## src/rtl/continuous_monitoring_system_pkg.sv

```systemverilog
// Shared definitions for the continuous monitoring system trace path.
// The trace writer and this reader both import the field location constants,
// so the wide trace item layout is defined once and cannot drift.
package continuous_monitoring_system_pkg;

    localparam int XLEN                                = 64;
    localparam int NO_OF_PERFORMANCE_EVENTS            = 29;
    localparam int PERFORMANCE_EVENT_MOD_COUNTER_WIDTH = 7;
    localparam int CLK_COUNTER_WIDTH                   = 64;
    localparam int CLK_COUNTER_DELTA_WIDTH             = CLK_COUNTER_WIDTH;
    localparam int INSTR_WIDTH                         = 32;

    localparam int DEFAULT_AXI_DATA_WIDTH = 1024;
    localparam int DEFAULT_OUT_WIDTH      = 64;

    // Item layout, LSB upwards: performance event counters, clock counter
    // delta, pc, instr. Any remaining upper bits are padding.
    localparam int CLK_COUNTER_DELTA_LOCATION =
        NO_OF_PERFORMANCE_EVENTS * PERFORMANCE_EVENT_MOD_COUNTER_WIDTH;
    localparam int PC_LOCATION    = CLK_COUNTER_DELTA_LOCATION + CLK_COUNTER_WIDTH;
    localparam int INSTR_LOCATION = PC_LOCATION + XLEN;

    typedef enum logic {
        IDLE = 1'b0,
        SEND = 1'b1
    } reader_state_t;

    // Width of a counter that indexes n words; never narrower than one bit.
    function automatic int index_width(input int n);
        return (n > 1) ? $clog2(n) : 1;
    endfunction

endpackage

```

## src/rtl/cms_wide_to_narrow_serializer.sv

```systemverilog
// Holds one wide item and emits it LSB-first as OUT_WIDTH-bit words.
// The input is ready again in the same cycle the last word is taken, so
// consecutive items stream without a bubble.
module cms_wide_to_narrow_serializer #(
    parameter int AXI_DATA_WIDTH = continuous_monitoring_system_pkg::DEFAULT_AXI_DATA_WIDTH,
    parameter int OUT_WIDTH      = continuous_monitoring_system_pkg::DEFAULT_OUT_WIDTH
) (
    input  logic                      clk,
    input  logic                      rst,
    input  logic                      in_valid,
    output logic                      in_ready,
    input  logic [AXI_DATA_WIDTH-1:0] in_data,
    input  logic                      in_last,
    output logic                      out_valid,
    input  logic                      out_ready,
    output logic [OUT_WIDTH-1:0]      out_data,
    output logic                      out_last
);
    import continuous_monitoring_system_pkg::*;

    localparam int BEATS  = AXI_DATA_WIDTH / OUT_WIDTH;
    localparam int BEAT_W = index_width(BEATS);
    localparam logic [BEAT_W-1:0] LAST_BEAT = BEAT_W'(BEATS - 1);

    reader_state_t                    state, state_next;
    logic [BEATS-1:0][OUT_WIDTH-1:0]  hold;
    logic                             hold_last;
    logic [BEAT_W-1:0]                beat;
    logic                             in_fire;
    logic                             out_fire;
    logic                             last_beat_taken;

    assign in_fire         = in_valid && in_ready;
    assign out_fire        = out_valid && out_ready;
    assign last_beat_taken = (state == SEND) && (beat == LAST_BEAT) && out_ready;

    // State register.
    always_ff @(posedge clk) begin
        // NOTE: registers update with <= so every flop samples pre-edge values;
        // a blocking = here would let later statements see the new value.
        if (rst) state <= IDLE;
        else     state <= state_next;
    end

    // Next-state: accept from IDLE, leave SEND after the last word unless
    // a new item is accepted in that same cycle.
    always_comb begin
        // NOTE: the default assignment first keeps every path driven, so no latch.
        state_next = state;
        unique case (state)
            IDLE: if (in_fire)         state_next = SEND;
            SEND: if (last_beat_taken) state_next = in_fire ? SEND : IDLE;
            default:                   state_next = IDLE;
        endcase
    end

    // Outputs: ready when empty or when the last word is leaving; the current
    // word is selected from the hold register by the beat counter.
    always_comb begin
        in_ready  = !rst && ((state == IDLE) || last_beat_taken);
        out_valid = (state == SEND);
        out_data  = hold[beat];
        out_last  = (state == SEND) && (beat == LAST_BEAT) && hold_last;
    end

    // Hold register and beat counter: load on accept, step on each word taken.
    always_ff @(posedge clk) begin
        // NOTE: the hold register is cleared on reset so no stale item data is
        // visible on out_data afterwards; this costs a reset net on every bit.
        if (rst) begin
            hold      <= '0;
            hold_last <= 1'b0;
            beat      <= '0;
        end else if (in_fire) begin
            hold      <= in_data;
            hold_last <= in_last;
            beat      <= '0;
        end else if (out_fire) begin
            beat      <= beat + BEAT_W'(1);
        end
    end

endmodule

```

## src/rtl/cms_trace_stream_reader.sv

```systemverilog
// Consumer end of the monitoring trace stream: decodes each accepted item,
// serialises it onto a narrow stream and keeps item/packet statistics with a
// sticky check on the spacing of tlast.
module cms_trace_stream_reader #(
    parameter int XLEN           = continuous_monitoring_system_pkg::XLEN,
    parameter int AXI_DATA_WIDTH = continuous_monitoring_system_pkg::DEFAULT_AXI_DATA_WIDTH,
    parameter int OUT_WIDTH      = continuous_monitoring_system_pkg::DEFAULT_OUT_WIDTH
) (
    input  logic                      clk,
    input  logic                      rst,
    input  logic                      S_AXIS_tvalid,
    output logic                      S_AXIS_tready,
    input  logic [AXI_DATA_WIDTH-1:0] S_AXIS_tdata,
    input  logic                      S_AXIS_tlast,
    output logic                      M_AXIS_tvalid,
    input  logic                      M_AXIS_tready,
    output logic [OUT_WIDTH-1:0]      M_AXIS_tdata,
    output logic                      M_AXIS_tlast,
    input  logic [31:0]               tlast_interval,
    input  logic                      clear_counters,
    output logic                      dec_valid,
    output logic [XLEN-1:0]           dec_pc,
    output logic [31:0]               dec_instr,
    output logic [continuous_monitoring_system_pkg::CLK_COUNTER_DELTA_WIDTH-1:0] dec_clk_counter_delta,
    output logic [31:0]               item_count,
    output logic [31:0]               packet_count,
    output logic                      interval_err
);
    import continuous_monitoring_system_pkg::*;

    logic        wide_fire;
    logic [31:0] since_last;
    logic [31:0] since_base;
    logic [31:0] since_next;
    logic [31:0] item_base;
    logic [31:0] packet_base;
    logic        err_base;
    logic        err_set;

    assign wide_fire = S_AXIS_tvalid && S_AXIS_tready;

    cms_wide_to_narrow_serializer #(
        .AXI_DATA_WIDTH (AXI_DATA_WIDTH),
        .OUT_WIDTH      (OUT_WIDTH)
    ) u_serializer (
        .clk       (clk),
        .rst       (rst),
        .in_valid  (S_AXIS_tvalid),
        .in_ready  (S_AXIS_tready),
        .in_data   (S_AXIS_tdata),
        .in_last   (S_AXIS_tlast),
        .out_valid (M_AXIS_tvalid),
        .out_ready (M_AXIS_tready),
        .out_data  (M_AXIS_tdata),
        .out_last  (M_AXIS_tlast)
    );

    // Statistics next values: a clear zeroes the base, then an item accepted in
    // the same cycle is still counted and checked against that zero base.
    always_comb begin
        item_base   = clear_counters ? 32'd0 : item_count;
        packet_base = clear_counters ? 32'd0 : packet_count;
        since_base  = clear_counters ? 32'd0 : since_last;
        err_base    = clear_counters ? 1'b0  : interval_err;
        since_next  = since_base + 32'd1;
        err_set     = 1'b0;
        if (wide_fire && (tlast_interval != 32'd0)) begin
            err_set = S_AXIS_tlast ? (since_next != tlast_interval)
                                   : (since_next >  tlast_interval);
        end
    end

    // Decoded fields, counters and the sticky interval error.
    always_ff @(posedge clk) begin
        if (rst) begin
            dec_valid             <= 1'b0;
            dec_pc                <= '0;
            dec_instr             <= '0;
            dec_clk_counter_delta <= '0;
            item_count            <= '0;
            packet_count          <= '0;
            since_last            <= '0;
            interval_err          <= 1'b0;
        end else begin
            dec_valid <= wide_fire;
            if (wide_fire) begin
                dec_pc                <= S_AXIS_tdata[PC_LOCATION +: XLEN];
                dec_instr             <= S_AXIS_tdata[INSTR_LOCATION +: INSTR_WIDTH];
                dec_clk_counter_delta <= S_AXIS_tdata[CLK_COUNTER_DELTA_LOCATION +: CLK_COUNTER_DELTA_WIDTH];
            end
            item_count   <= item_base + {31'd0, wide_fire};
            packet_count <= packet_base + {31'd0, wide_fire && S_AXIS_tlast};
            if (wide_fire) since_last <= S_AXIS_tlast ? 32'd0 : since_next;
            else           since_last <= since_base;
            interval_err <= err_base || err_set;
        end
    end

endmodule

```

## config.mk

```make
export PLATFORM = sky130hd
export DESIGN_NAME = cms_trace_stream_reader
export DESIGN_NICKNAME = d
export VERILOG_FILES = /design/src/rtl/continuous_monitoring_system_pkg.sv /design/src/rtl/cms_wide_to_narrow_serializer.sv /design/src/rtl/cms_trace_stream_reader.sv
export SDC_FILE = /design/constraint.sdc
export NUM_CORES = 2
export LEC_CHECK = 0
export ABC_AREA = 1
export CAP_MARGIN = 40
export CORE_AREA = 2 2 533 535
export CTS_CLUSTER_SIZE = 40
export DETAILED_ROUTE_END_ITERATION = 6
export DIE_AREA = 0 0 535 537
export GPL_TIMING_DRIVEN = 1
export HOLD_SLACK_MARGIN = 0.15
export PLACE_DENSITY = 0.45
export SLEW_MARGIN = 0
export SYNTH_ARGS = -nofsm -noshare
export SYNTH_HDL_FRONTEND = slang
export SYNTH_SLANG_ARGS = --single-unit
```

## constraint.sdc

```tcl
create_clock -name clk -period 4.34 [get_ports clk]
set_clock_uncertainty 0.2 [all_clocks]
set_input_delay 0.868 -clock clk [delete_from_list [all_inputs] [get_ports clk]]
set_output_delay 0.868 -clock clk [all_outputs]
set_load 0.02 [all_outputs]
```

==> summary.md <==
| Metric | Value |
|---|---|
| Vias | `51,016` |
| CTS tree | `yes` |
| H-tree lvl count | `4` |
| Hold buffers post-CTS | `0` |
| P_leak | `~28 nW` |
| RSZ-0062 raised after global routing | `false` |
| Fin crit period | `4.24 ns` |
| Final Hold Slack | `0.267 ns` |
| Cell Area, Synth | `approximately 0.049 sq mm` |
| Final setup vio count | `0` |
| Async set-reset flop share out of synthesis | `0%` |
| WL/cell | `27.5 microns` |
| CP most frequent cell | `buf_12` |
| Peak VDD IR | `0.296 mV` |
| Top post-synthesis cells by area | `dfxtp_1, o21ai_0, a22o_1` |
| Die X | `535 microns` |
| Sink Count | `1,128` |
| Syn Nets | `roughly 7,400` |
| Post-synth top area cell | `dfxtp_1` |
| RD Place Congestion | `0.900` |
| Max-slew headroom | `between 30 and 40%` |
| Worst Path Arrival | `3.18 ns` |
| Critical path cell sequence | `buf_12 -> buf_16 -> buf_12 -> buf_4 -> o21ai_0 -> a21oi_1 -> o221ai_2 -> nand2_1 -> clkdlybuf4s15_2` |
| Sequential-to-total area share from yosys stat | `46.1%` |
| Hold Crit Class | `flip-flop to flip-flop` |
| Setup tns final | `0 ns` |
| DR DRC count | `0` |
| Gate Count Post-Synth | `6,318` |
| Status | `completed` |
| Drt total wl | `315 mm` |
| YS warnings | `0` |
| R2R Setup Slk | `0.64 ns` |
| CP bufs+invs | `5` |
| Core Rows | `195` |
| Drt via density | `around 4.5` |
| Crit path required time | `3.27 ns` |
| Clock Latency Late Sink | `roughly 0.82 ns` |
| CTS Root Cell | `clkbuf_16` |
| Slew Limit Fails | `0` |
| Die Area | `0.287 sq mm` |
| Layout filler cell count | `30,432` |
| Buffer depth of the longest clock path | `4` |
| Internal | `0.0210 W` |
| Top-count cell post-synth | `dfxtp_1` |
| R2r startpoint | `u_serializer.beat[0]` |
| Crit. Startpoint | `u_serializer.beat[0]` |
| Syn-to-layout area delta | `49.5%` |
| Buffers on Ports | `1,354` |
| Crit Path Max Fanout | `18` |
| CTS clock-pin slew for the worst setup and hold paths | `0.06 ns` |
| Post-route cell area | `0.0733 sq mm` |
| Prevailing post-synth register cell | `dfxtp_1` |
| Chip height | `537 microns` |
| Core area | `0.281 sq mm` |
| Area after DPL | `0.0668 sq mm` |
| Share of total power in sequential cells | `39.2%` |
| Vias in the first global route | `just over 50,000` |
| Fraction of layout cells with a size suffix above 1 | `9.32%` |
| Crit path to | `M_AXIS_tdata[59]` |
| Pwr dens | `between 300 and 400 mW/mm^2` |
| Most common library cells after synthesis | `dfxtp_1, nand2_1, o21ai_0, inv_1, a21oi_1` |
| Sw Share | `about 28%` |
| Syn_area_per_cell | `just under 8 sq um` |
| Netlist cell types | `38` |
| Initial drt markers | `3,916` |
| Clock power frac | `45.7%` |
| Flops & latches, synth | `1,128` |
| MaxCap Viol Count | `0` |
| Hold wc startpoint | `u_serializer.hold[904]` |
| Slowest cell on crit path | `o221ai_2` |
| Clock buffer count from CTS | `151` |
| Yosys top cell area share | `46.1%` |
| CP peak stage delay | `0.54 ns` |
| Comb power frac | `15.1%` |
| Worst r2r dst | `dec_instr[28]` |
| DP Wirelength | `~250 mm` |
| Startpoint Class | `flip-flop` |
| Number of synthesized flops with an enable pin | `0` |
| Pin count of the biggest net entering global routing | `168` |
| Final period util | `97.8%` |
| Fin nets | `about 8,600` |
| Routed Antenna Nets | `0` |
| Wire length of the first global-routing pass | `420 mm` |
| Worst r2r path cells | `12` |
| Post-layout util | `26.1%` |
| Top cell family by delay on the critical path | `buffers and inverters` |
| Worst-Margin Slew | `1.00 ns` |
| Tot GR Track Use | `a little over a fifth` |
| CP Capture Type | `primary output` |
| # IOs | `about 1,400` |
| Drt pass-1 iters | `6` |
| Number of cells on the critical path | `9` |
| Final hold viol count | `0` |
| Starting density of the core | `17.4%` |
| GRT overflow | `0` |
| Fmax | `approximately 0.24 GHz` |
| Psw | `0.00805 W` |
| Initial antenna violation count | `182` |
| CP Class | `flip-flop to primary output` |
state kept, by name (all words and copies together) (netlist names):
register,cells
item_count,32
since_last,32
u_serializer.beat,4
dec_valid,1
dec_clk_counter_delta,63
u_serializer.out_valid,1
u_serializer.hold,867
dec_pc,63
packet_count,32
dec_instr,31
u_serializer.hold_last,1
interval_err,1
cell families (layout without fill, tap and decap cells):
kind of cell | count (synthesis) | after routing | share of synthesized area, %
AOI/OAI and AO/OA | 2310 | 2310 | 28.5
xor gates and xnor gates | 20 | 20 | 0.357
adders and majority gates | 38 | 38 | 0.970
buffers and inverters | 1313 | 2638 | 11.9
DFF | 1128 | 1128 | 46.1
other | 0 | 53 | 0
and+or+nand+nor | 1509 | 1509 | 12.2
area by class of cell:
class | instances | area, sq um | area share [%]
diodes | 53 | 133 | 0.181
clock buffers | 229 | 4530 | 6.18
clock inverters | 43 | 639 | 0.872
inverters | 689 | 2620 | 3.57
multi-input cells | 3877 | 21200 | 28.9
flip-flops and latches | 1128 | 22600 | 30.8
well taps | 3743 | 4680 | 6.39
repair buffers | 1677 | 16900 | 23.1
repair_timing:
| action | in CTS | in global routing |
|---|---|---|
| gates cloned | 7 | 3 |
| setup buffers | 10 | 1 |
| endpoints found under the setup margin | 65 | 30 |
| resized for setup | 245 | 48 |
| pin swaps | 2 | 5 |
placed cells by master, fill, tap and decap left out, types with 159 or more instances in the layout:
cell type           n
clkdlybuf4s50_1  1290
inv_1             680
dfxtp_1          1124
clkbuf_16         159
a21oi_1           536
a22o_1            512
buf_4             249
nor2_1            230
nand2_1          1076
o21ai_0          1043
worst reg2reg max path: stages (launching register included):
cell,delay (ns)
dfxtp_4,0.37
buf_12,0.17
buf_16,0.22
ha_1,0.24
nand4_1,0.13
o21ai_1,0.19
nand2_1,0.15
nor2_4,0.17
buf_4,0.23
buf_4,0.38
buf_4,0.68
nand2_1,0.30
o21ai_0,0.16
routing by layer:
metal / part of all wire [%] / GRT usage (%)
met5: 0.27 / 0
met4: 2.2 / 4.63
met3: 8.7 / 6.42
met2: 44 / 32.8
met1: 45 / 27.6
worst min-delay path by stage:
stage / endpoint / slack (ns) / depth (start not counted)
after global routing: u_serializer.hold[916] / 0.28 / 1
final: u_serializer.hold[904] / 0.27 / 1
after floorplan: u_serializer.hold[191] / 0.24 / 1
after global placement: u_serializer.hold[935] / 0.25 / 1
after detailed placement: u_serializer.hold[549] / 0.25 / 1
after CTS: u_serializer.hold[513] / 0.27 / 1
power by group through the flow:
stage	Clock, W	Sequential, W	Combinational, W
finish	0.0133	0.0114	0.00440
global route	0.0140	0.0114	0.00470
CTS	0.0136	0.0114	0.00442
detailed placement	0	0.0116	0.00429
global placement	0	0.0116	0.00427
floorplan	0	0.0114	0.00187
through the flow:
stage | worst slack, ns | cells | power (W)
2_1_floorplan | 0.843 | 6318 | 0.0133
3_3_place_gp | -0.379 | 11081 | 0.0159
3_5_place_dp | -0.396 | 11093 | 0.0159
4_1_cts | -0.109 | 11382 | 0.0294
5_1_grt | 0.00167 | 11400 | 0.0301
6_report | 0.0966 | 11439 | 0.0290
Note: power is estimated with default switching activity, not from simulation.
